`src/rtl/serial_adder.sv`:
```
// Bit-serial adder: one full_adder plus registered carry, LSB-first operand shift.
// Optional build macro SERIAL_ADDER_OVF_EN adds a signed-overflow output (ovf).
module full_adder (
  input  logic a,
  input  logic b,
  input  logic ci,
  output logic s,
  output logic co
);
  assign s  = a ^ b ^ ci;
  assign co = (a & b) | (ci & (a ^ b));
endmodule

module serial_adder #(
  parameter int unsigned WIDTH = 8
) (
  input  logic             clk,
  input  logic             rst_n,
  input  logic             start,
  input  logic [WIDTH-1:0] a,
  input  logic [WIDTH-1:0] b,
  input  logic             cin,
  output logic             busy,
  output logic             done,
  output logic [WIDTH-1:0] sum,
  output logic             cout
`ifdef SERIAL_ADDER_OVF_EN
  ,
  output logic             ovf
`endif
);
  localparam int unsigned CW = $clog2(WIDTH) + 1;

  typedef enum logic [1:0] {IDLE, SHIFT, DONE} state_t;

  state_t           state, state_nxt;
  logic [WIDTH-1:0] a_sr, b_sr;
  logic [WIDTH-2:0] r_sr;
  logic [WIDTH-1:0] r_next;
  logic             carry;
  logic [CW-1:0]    cnt;
  logic             fa_s, fa_co;
  logic             last;

  full_adder u_fa (
    .a (a_sr[0]),
    .b (b_sr[0]),
    .ci(carry),
    .s (fa_s),
    .co(fa_co)
  );

  assign last   = (cnt == CW'(WIDTH - 1));
  // result bit enters at the MSB; the full word is complete on the last step
  assign r_next = {fa_s, r_sr};

  always_ff @(posedge clk or negedge rst_n) begin
    if (!rst_n) state <= IDLE;
    else        state <= state_nxt;
  end

  always_comb begin
    state_nxt = state;
    case (state)
      IDLE:    if (start) state_nxt = SHIFT;
      SHIFT:   if (last)  state_nxt = DONE;
      DONE:    state_nxt = IDLE;
      default: state_nxt = IDLE;
    endcase
  end

  // busy/done are registered from the next state so they line up with it
  always_ff @(posedge clk or negedge rst_n) begin
    if (!rst_n) begin
      busy <= 1'b0;
      done <= 1'b0;
    end else begin
      busy <= (state_nxt != IDLE);
      done <= (state_nxt == DONE);
    end
  end

  always_ff @(posedge clk or negedge rst_n) begin
    if (!rst_n) begin
      a_sr  <= '0;
      b_sr  <= '0;
      r_sr  <= '0;
      carry <= 1'b0;
      cnt   <= '0;
      sum   <= '0;
      cout  <= 1'b0;
`ifdef SERIAL_ADDER_OVF_EN
      ovf   <= 1'b0;
`endif
    end else begin
      if (state == IDLE && start) begin
        a_sr  <= a;
        b_sr  <= b;
        carry <= cin;
        cnt   <= '0;
      end else if (state == SHIFT) begin
        a_sr  <= a_sr >> 1;
        b_sr  <= b_sr >> 1;
        r_sr  <= r_next[WIDTH-1:1];
        carry <= fa_co;
        cnt   <= cnt + CW'(1);
        if (last) begin
          sum  <= r_next;
          cout <= fa_co;
`ifdef SERIAL_ADDER_OVF_EN
          // carry into the MSB is the carry register during the final step
          ovf  <= carry ^ fa_co;
`endif
        end
      end
    end
  end
endmodule

```
`config.mk`:
```
export PLATFORM = sky130hd
export DESIGN_NAME = serial_adder
export DESIGN_NICKNAME = d
export VERILOG_FILES = /design/src/rtl/serial_adder.sv
export SDC_FILE = /design/constraint.sdc
export NUM_CORES = 1
export LEC_CHECK = 0
export BUFFER_PORTS_ARGS = -buffer_cell sky130_fd_sc_hd__buf_2
export CORE_UTILIZATION = 35
export CTS_BUF_LIST = sky130_fd_sc_hd__clkbuf_4 sky130_fd_sc_hd__clkbuf_8
export CTS_CLUSTER_DIAMETER = 150
export DETAILED_ROUTE_END_ITERATION = 8
export PLACE_DENSITY = 0.53
export SLEW_MARGIN = 15
export SYNTH_ARGS = -nofsm -noshare
export SYNTH_HDL_FRONTEND = slang
export SYNTH_SLANG_ARGS = --single-unit
```
`constraint.sdc`:
```
create_clock -name clk -period 2.1 [get_ports clk]
set_clock_uncertainty 0.05 [all_clocks]
set_input_delay 0.42 -clock clk [delete_from_list [all_inputs] [get_ports clk]]
set_output_delay 0.42 -clock clk [all_outputs]
set_load 0.005 [all_outputs]
```
-- Word level (Yosys, flattened, before mapping)
Index checks and enable logic that the tools add are counted.
- register bits: 41
- bits of input ports: 20
- output and inout port bits: 11
- word-level logic and storage cells: 37
- add/sub/neg operators: 1
- eq/ne operators: 3
- mux-type cells: 11
- bitwise operators: 6
- reduce and logical (&&, ||, !) cells: 6
- operators by type and width (operator ; number):
    2-to-1 mux 8 bit ; 4
    2-to-1 mux 4 bit ; 2
    adder 4 x 1 -> 4 bit (second input constant) ; 1
    == test 4 x 3 -> 1 bit (second input constant) ; 1
    2-to-1 mux 2 bit ; 2
    one-hot mux 2 bit (2 select lines) ; 1
    nonzero test 2 bit ; 2
    AND reduction 3 bit ; 1
    AND 1 bit ; 2
    == test 2 x 1 -> 1 bit (second input constant) ; 1
    == test 2 bit (second input constant) ; 1
    logical NOT 2 bit ; 1
    2-to-1 mux 1 bit ; 2
    AND reduction 2 bit ; 1
    XOR 1 bit ; 2
    logical AND 1 bit ; 1
    NOT 1 bit ; 1
    OR 1 bit ; 1

-- Depth between registers and ports, before layout
Gate-level depths: netlist of the first run.
- depth in word-level cells: 5
- depth in mapped cells: 4
- mapped depth without buffers: 4

-- Cells and area by module
From an unflattened synthesis of the first run, not the netlist that was laid out.
- cell total of the unflattened synthesis: 153
- area, all modules: 1661.6 µm²
- modules (own cells, without submodules) (module ; instances ; cells an instance ; area an instance (µm²) ; seq. area each (µm²)):
    serial_adder ; 1 ; 152 ; 1641.6 ; 1026.0
    full_adder ; 1 ; 1 ; 20.0 ; 0.0

-- Worst setup path after synthesis of the first run
No wires, ideal clock.
- path kind: reg2reg
- start point: register state[1]
- end point: register cout
- library setup time: 125 ps
- arrival time: 1381 ps
- data required time: 1925 ps
- setup slack: 545 ps
- stages on the path, launching flop included: 5
- buffers on the path: 1
- period minus slack after synthesis: 1555 ps
- path through: dfrtp_1 > nand2b_1 > buf_2 > nor3_4 > mux2_2
- cells in the longest elaborated chain, start to end: 4
- elaborated cells between the ends (all ways): 5
- classes of those cells: eq/ne (1); bitwise (1); reduce/logical (3)
- ends and longest elaborated chain (item ; line ; RTL):
    from (decl) ; 36 ; state_t state, state_nxt;
    from (signal assigned) ; 59 ; else state <= state_nxt;
    logical NOT 2 bit ; 96 ; if (state == IDLE && start) begin
    logical AND 1 bit ; 96 ;
    NOT 1 bit (no line) ; n/a ;
    AND reduction 3 bit (no line) * ; n/a ;
    to (signal assigned) ; 109 ; cout <= fa_co;
    to (decl) ; 26 ; output logic cout
Every way passes the cells marked *; elsewhere a longest branch is shown, timed or not.
A chain may end at the register's enable or synchronous reset.

-- Worst setup path after layout of the first run
- start point: register state[1]
- end point: register sum[6]
- cells in the longest elaborated chain, start to end: 4
- elaborated cells between the ends (all ways): 5
- classes of those cells: eq/ne (1); bitwise (1); reduce/logical (3)
- ends and longest elaborated chain (item ; line ; RTL):
    logical NOT 2 bit ; 96 ;
    logical AND 1 bit ; 96 ;
    NOT 1 bit (no line) ; n/a ;
    AND reduction 3 bit (no line) * ; n/a ;
    to (signal assigned) ; 108 ; sum <= r_next;
    to (decl) ; 25 ; output logic [WIDTH-1:0] sum,
Marks and branches as above.

==> results by stage, run 1 <==
Layout:
- The post-route non-filler standard cell count is 246.
- The area growth from synthesis to layout is 22.4%.
- The number of antenna diodes in the final layout is 0.
- Leaving out fill and tap cells, the most frequent cells in the layout are 41 x sky130_fd_sc_hd__nand2_1, 41 x sky130_fd_sc_hd__dfrtp_1, 30 x sky130_fd_sc_hd__buf_2.
- Of the cells placed in the final design, the portion with a size suffix greater than 1 is 28.9%.
- In the final design database the tool counted 215 nets.

Clock network:
- The clock transition at the register clock pins on the worst setup and hold paths after CTS is 0.08 ns.
- At the later pin of the worst-skew pair, clock insertion delay measures 0.29 ns.
- The number of setup buffers added after CTS is 0.
- The maximum clock insertion buffer count is 2.
- The cell at the root of the clock tree is sky130_fd_sc_hd__clkbuf_8.
- The clock drives 41 sinks.
- The number of resized instances in the post-cts repair step is 0.
- The number of buffers inserted for hold repair after clock tree synthesis is 0.
- The clock tree from TritonCTS is yes.
- The total clock buffers created by CTS is 5.
- The number of H-tree levels is 2.

Logic synthesis:
- The number of warning messages in the yosys log is 0.
- The per-instance average area after synthesis is 10.8 µm².
- Counting every instance in the synthesized netlist gives 156.
- The cell area after synthesis is 1690 µm².
- The count of state elements after synthesis is 41.
- Synthesis instantiated 22 different standard cells from the library.
- Sequential elements use 60.8% of the synthesized area.
- The net count after synthesis is 178.

Worst setup path:
- Traced cell by cell, the critical path runs through nand2b_1, nor3_4, mux2_2.
- Data on the critical path is required at its endpoint by 2.22 ns.
- The largest stage delay on the critical path is 0.51 ns.
- The critical path is of the reg -> reg type.
- Data arrives at the worst endpoint at 1.85 ns.
- The highest net fanout along the worst path is 10.
- The worst register-to-register path begins at state[1].
- The cell with the largest stage delay on the worst path is sky130_fd_sc_hd__nor3_4.
- Tracing the worst setup path back leads to its startpoint at state[1].
- STA classifies the critical path startpoint as a flip-flop.
- The worst setup path is captured at a flip-flop.

Timing:
- The aggregate negative setup slack is 0 ns.
- Across all hold checks on the routed design, the worst slack comes to 0.135 ns.
- The maximum operating frequency is 578 MHz.
- Setup repair after global routing left no endpoint under its margin.
- The max-slew violation total from the final report is 0.
- For the pin with the worst max-slew slack, the measured transition is 0.574 ns.
- The hold violation total from the final report is 0.
- The worst pin sits at a relative slew slack of 61.7%.
- Setup violations remaining at the end of the flow were counted as 0.
- After layout, the worst path uses 82.4% of the clock period.
- The clock period minus final worst setup slack is 1.73 ns.

Power and ir drop:
- Across the VDD grid, the largest voltage drop is 0.468 mV.
- Power spread over the standard cell area amounts to 1430 nW/µm².
- The leakage component of the power is 0.989 nW.

Floorplan:
- Once the floorplan was initialized, standard cells occupied 37.4% of the core.
- The die is 71.4 µm wide.
- After floorplanning, the core was sized to cover 4500 µm².
- The die covers 5100 µm².
- From bottom edge to top edge, the die measures 71.4 µm.
- The initialized floorplan defines 24 standard-cell rows.
- Pin placement for this block handled 31 I/O pins.

Detailed routing:
- The remaining antenna violation count after routing is 0.
- The detailed router finished its first iteration with 63 violations.
- The per-cell via count in the routed design is 5.09.
- The routed length per placed instance is 13.1 µm.
- The total iterations of the first detailed-routing run is 4.
- The routed layout has 1253 vias.
- After detailed routing, the total wire length is 3220 µm.
- The post-detailed-route DRC marker count is 0.

Place:
- Input and output buffers added on the ports amount to 30.
- Detailed placement finished with a half-perimeter wire length of 2270 µm.
- The last weighted congestion value of the routability-driven placer is 0.686.
- The count of placed standard cells including taps is 238.

Global routing:
- The total overflow left after global routing is 0.
- The global-route wire length before repair is 5780 µm.
- Entering global routing, the biggest net connects 42 pins.
- The initial antenna violation count is 0.
- The global router's overall resource usage is 14.7%.
- The via count of the first global-routing pass is 1290.

Min path:
- The class of the tightest hold or removal check is in -> async.

Job:
- The number of max-cap violations is 0.

Outcome:
- The flow ran to the end, and the final reports show no timing, DRC or antenna violations.
==> cells by family after synthesis <==
family          Yosys count  share of synthesized area [%]
flops                    41                           60.8
simple gates             53                           13.8
compound gates           42                           15.4
mux                       9                           6.01
buf+inv                   9                           2.08
fa+ha+maj                 2                           1.93
==> worst max-delay path, delay by kind of cell, from the launching register on <==
kind | cells | cell delay (ns)
multiplexers | 1 | 0.39
flip-flops | 1 | 0.37
AND/OR/NAND/NOR | 2 | 0.80
==> sequential cells by signal, indices dropped and copies added, names as in the netlist <==
register and cells:
carry 1, done 1, b_sr 8, a_sr 8
r_sr 7, cout 1, cnt 4, sum 8
state 2, busy 1
==> worst paths after layout <==
| kind | to | slack [ns] | depth (start not counted) |
|---|---|---|---|
| hold reg to reg | r_sr[0] | 0.44 | 2 |
| setup reg to reg | sum[6] | 0.37 | 3 |
| min in group clk | b_sr[7] | 0.37 | 3 |
| max in group asynchronous | cout | 1.52 | 2 |
| setup / recovery | sum[6] | 0.37 | 3 |
| hold / removal | busy | 0.14 | 2 |
==> area by class of cell <==
class / count / area [µm²]
inverter: 1 / 3.75
timing repair buffer: 38 / 210
clock inverter: 3 / 65.1
tap: 52 / 65.1
fill: 434 / 2440
multi-input combinational: 106 / 626
clock buffer: 5 / 68.8
sequential: 41 / 1030
==> cells in the mapped netlist, drive strengths merged <==
cell type | number | share of area (%)
nor2b | 5 | 1.9
clkbuf | 7 | 1.6
nor3 | 2 | 1.3
fa | 1 | 1.2
a21oi | 4 | 1.2
nand2 | 41 | 9.1
a22o | 1 | 0.52
nor3b | 1 | 0.45
nand3 | 1 | 0.30
mux2 | 9 | 6.0
a22oi | 15 | 6.7
o21ai | 19 | 5.6
inv | 1 | 0.22
a41oi | 1 | 0.52
buf | 1 | 0.30
o21bai | 1 | 0.45
nor2 | 2 | 0.45
nand2b | 1 | 0.37
ha | 1 | 0.74
a31oi | 1 | 0.37
dfrtp | 41 | 61
==> metrics by stage <==
stage | setup WS (ns) | cell area, µm² | power [W] | util, %
after global placement | 0.398 | 1930 | 0.00219 | 42.9
final | 0.369 | 2060 | 0.00294 | 45.8
after detailed placement | 0.361 | 1930 | 0.00223 | 42.9
after global routing | 0.262 | 2060 | 0.00318 | 45.8
after floorplan | 0.545 | 1690 | 0.00188 | -
after CTS | 0.347 | 2060 | 0.00298 | 45.8
==> metal layers <==
metal	GRT usage, %	wire length, µm	vias up
met5	0	0	-
met4	6.44	68	0
met3	4.64	154	10
met2	23.7	1560	32
met1	18.1	1430	598
li1	-	-	613
==> power by group <==
| part | total, W | internal (W) | leakage, nW | switching, W |
|---|---|---|---|---|
| clock network | 0.000737 | 0.000472 | 0.0681 | 0.000265 |
| registers | 0.00130 | 0.00110 | 0.531 | 0.000199 |
| logic | 0.000909 | 0.000427 | 0.390 | 0.000482 |
| total | 0.00294 | 0.00200 | 0.989 | 0.000945 |
(Power assumes the default switching activity.)
==> run 2: changes to the inputs <==
Clock period 2.1 ns to 1.79 ns, I/O delays scaled along.
==> run 2 against run 1 <==
Against the previous run:
- non-clock buffer count is 5 higher
- clock power is 12% lower
- first-iteration DRC count is 24% higher
- flip-flop and latch count stayed put
- setup slack worse by 0.25 ns
- via count is 2.6% higher
- power is 12% higher
- count of clock-buffer cells in the layout is 2 higher
- utilization is 0.44 points higher
- global-route usage is 0.77 points higher
- critical path depth is 2 higher
- cell count is 2.0% higher
- critical path type unchanged
- largest power group unchanged
- highest routed layer unchanged
==> results by stage, run 2 (same netlist as run 1, synthesis figures left out) <==
Outcome:
- Outcome: complete, no violations (unchanged).

Power and ir drop:
- The maximum vdd drop is 0.851 mV (was 0.468 mV).
- The leakage component of the power is 1.00 nW (was 0.989 nW).
- The power per standard cell area is 1580 nW/µm² (was 1430 nW/µm²).

Timing:
- The setup violation total in the final timing report is 0 (unchanged).
- The hold violation total from the final report came to 0 (unchanged).
- The transition time at the pin with the least slew margin was 0.456 ns (was 0.574 ns).
- The maximum operating frequency is 598 MHz (was 578 MHz).
- The clock period minus final worst setup slack is 1.67 ns (was 1.73 ns).
- The max-slew violation total from the final report was 0 (unchanged).
- The aggregate negative setup slack is 0 ns (unchanged).
- The worst max-slew margin expressed relative to the limit was 69.6% (was 61.7%).
- The setup slack of the critical path after layout was 0.119 ns (was 0.369 ns).
- Setup repair after global routing missed its margin: no (unchanged).
- The share of the clock period used by the worst path after layout is 93.4% (was 82.4%).

Worst setup path:
- Ordered list of cells on the worst path: ha_1, nand2_1, nor3_4, buf_12, mux2_2 (was nand2b_1, nor3_4, mux2_2).
- The critical path launch point type is a flip-flop (unchanged).
- The critical path's top delay family is flip-flops (was simple AND/OR/NAND/NOR gates).
- The worst endpoint required time is 1.91 ns (was 2.22 ns).
- The highest net fanout along the worst path came to 10 (unchanged).
- The cell with the largest stage delay on the worst path is sky130_fd_sc_hd__dfrtp_1 (was sky130_fd_sc_hd__nor3_4).
- The number of buffer and inverter instances along the worst setup path was 1 (was 0).
- The critical path arrival is 1.79 ns (was 1.85 ns).
- The startpoint-to-endpoint class of the critical path is reg -> reg (unchanged).
- The largest stage delay on the critical path is 0.42 ns (was 0.51 ns).
- The endpoint class of the critical path is a flip-flop (unchanged).

Detailed routing:
- The per-cell via count in the routed design was 5.12 (was 5.09).
- The iteration-0 DRC count of the detailed router is 78 (was 63).
- The total iterations of the first detailed-routing run is 4 (unchanged).
- The post-detailed-route DRC marker count was 0 (unchanged).
- The total wire length after detailed routing was 3410 µm (was 3220 µm).
- The routed length per placed instance is 13.6 µm (was 13.1 µm).
- The via count of the routed design is 1286 (was 1253).
- The remaining antenna violation count after routing is 0 (unchanged).

Clock network:
- The clock transition at the register clock pins on the worst setup and hold paths after CTS came to 0.07 ns (was 0.08 ns).
- The clock tree from TritonCTS is yes (unchanged).
- The cell at the root of the clock tree was sky130_fd_sc_hd__clkbuf_8 (unchanged).
- The total clock buffers created by CTS is 5 (unchanged).
- The number of clock sinks seen by CTS is 41 (unchanged).
- The clock insertion delay at the later pin of the skew report is 0.29 ns (about the same).
- The maximum clock insertion buffer count is 2 (unchanged).
- The number of H-tree levels is 2 (unchanged).

Layout:
- The final antenna diode count is 0 (unchanged).
- The cell area after layout is 2080 µm² (was 2060 µm²).
- The final-layout fill cell count is 419 (was 434).
- The share of post-route cells with drive strength above 1 is 30.2% (was 28.9%).
- Most used cells in the layout excluding fill and tap cells: 41 x sky130_fd_sc_hd__nand2_1, 41 x sky130_fd_sc_hd__dfrtp_1, 30 x sky130_fd_sc_hd__buf_2 (unchanged).
- The synthesis-to-finish area growth came to 23.6% (was 22.4%).
- Largest registers: a_sr: 8 flops, b_sr: 8 flops, sum: 8 flops (unchanged).
- The number of nets at the end of the flow is 220 (was 215).

Floorplan:
- The total number of placement rows was 24 (unchanged).
- The overall die width came to 71.4 µm (unchanged).
- The initial core utilization is 37.4% (unchanged).
- The boundary pin count is 31 (unchanged).
- The area of the core is 4500 µm² (unchanged).
- The overall die area is 5100 µm² (unchanged).
- The die span in y is 71.4 µm (unchanged).

Job:
- The number of max-cap violations is 0 (unchanged).

Global routing:
- The initial antenna violation count is 0 (unchanged).
- The pin count of the biggest net entering global routing is 22 (was 42).
- The total congestion overflow after global routing came to 0 (unchanged).
- The met1 usage in global routing is 18.7% (was 18.1%).
- The via count of the first global-routing pass is 1288 (was 1290).
- The global router's overall resource usage came to 15.4% (was 14.7%).
- The most crowded layer after global routing is met2 (unchanged).
- The global-route wire length before repair is 5900 µm (was 5780 µm).
- The met2 usage in global routing is 26.0% (was 23.7%).
- The routing usage on met3 is 4.08% (was 4.64%).

Min path:
- The class of the tightest hold or removal check is in -> reg (was in -> async).

Place:
- The last weighted congestion value of the routability-driven placer came to 0.739 (was 0.686).
- The number of buffers added on ports is 30 (unchanged).
- The cell area after placement is 1950 µm² (was 1930 µm²).
- The worst slack at placement is 0.0247 ns (was 0.361 ns).
- The HPWL after detailed placement is 2460 µm (was 2270 µm).
==> run 2: cell types whose count changed in the layout (fill, tap and decap cells not counted), sizes merged <==
cell | previous run | this run
dlygate4sd3 | 0 | 1
clkbuf | 5 | 7
bufinv | 2 | 0
buf | 38 | 42
==> run 2: final timing paths <==
path / start / endpoint / slack (ns) / cells after the start
worst min register to register: r_sr[0] / r_sr[0] / 0.44 / 2
worst max register to register: cnt[0] / sum[5] / 0.12 / 5
worst max-delay path: cnt[0] / sum[5] / 0.12 / 5
min in group asynchronous: rst_n / sum[1] / 0.43 / 2
max in group asynchronous: rst_n / a_sr[1] / 0.75 / 3
worst min-delay path: b[3] / b_sr[3] / 0.30 / 3
==> run 2: metrics by stage <==
step / instances / hold WS [ns] / power (W) / util, %
3_5_place_dp: 241 / 0.225 / 0.00266 / 43.4
4_1_cts: 250 / 0.298 / 0.00332 / 45.8
5_1_grt: 251 / 0.330 / 0.00356 / 46.3
2_1_floorplan: 156 / 0.0124 / 0.00221 / -
6_report: 251 / 0.301 / 0.00329 / 46.3
3_3_place_gp: 241 / 0.213 / 0.00259 / 43.4
==> run 2: layer usage <==
metal | up-vias | routed length [µm]
met5 | - | 0
met4 | 0 | 65
met3 | 7 | 161
met2 | 38 | 1650
met1 | 617 | 1530
li1 | 624 | -
==> run 2: cell type report <==
cell class / instances / area [µm²] / area share, %
timing repair buffer: 43 / 263 / 12.6
sequential: 41 / 1030 / 49.2
tap: 52 / 65.1 / 3.12
clock inverter: 1 / 5.00 / 0.240
multi-input combinational: 106 / 626 / 30.0
inverter: 1 / 3.75 / 0.180
clock buffer: 7 / 96.3 / 4.62
==> run 2: report_power, final <==
part / internal [W] / switching (W) / total, W / leakage, nW
sequential: 0.00129 / 0.000231 / 0.00152 / 0.531
clock: 0.000348 / 0.000304 / 0.000652 / 0.0542
combinational: 0.000544 / 0.000578 / 0.00112 / 0.418
total: 0.00218 / 0.00111 / 0.00329 / 1.00
==> run 2: worst register-to-register path, delay by kind of cell, from the launching register on <==
kind | cells | cell delay, ns
multiplexers | 1 | 0.35
flip-flops | 1 | 0.42
buffers and inverters | 1 | 0.16
AND/OR/NAND/NOR | 2 | 0.37
adder cells (fa/ha/maj) | 1 | 0.22
==> run 2: repair_timing <==
item	4_1_cts	5_1_grt
hold buffers	1	0
buffers inserted	0	1
hold endpoints to repair	13	0
gates resized for setup	0	0
endpoints found under the setup margin	0	9
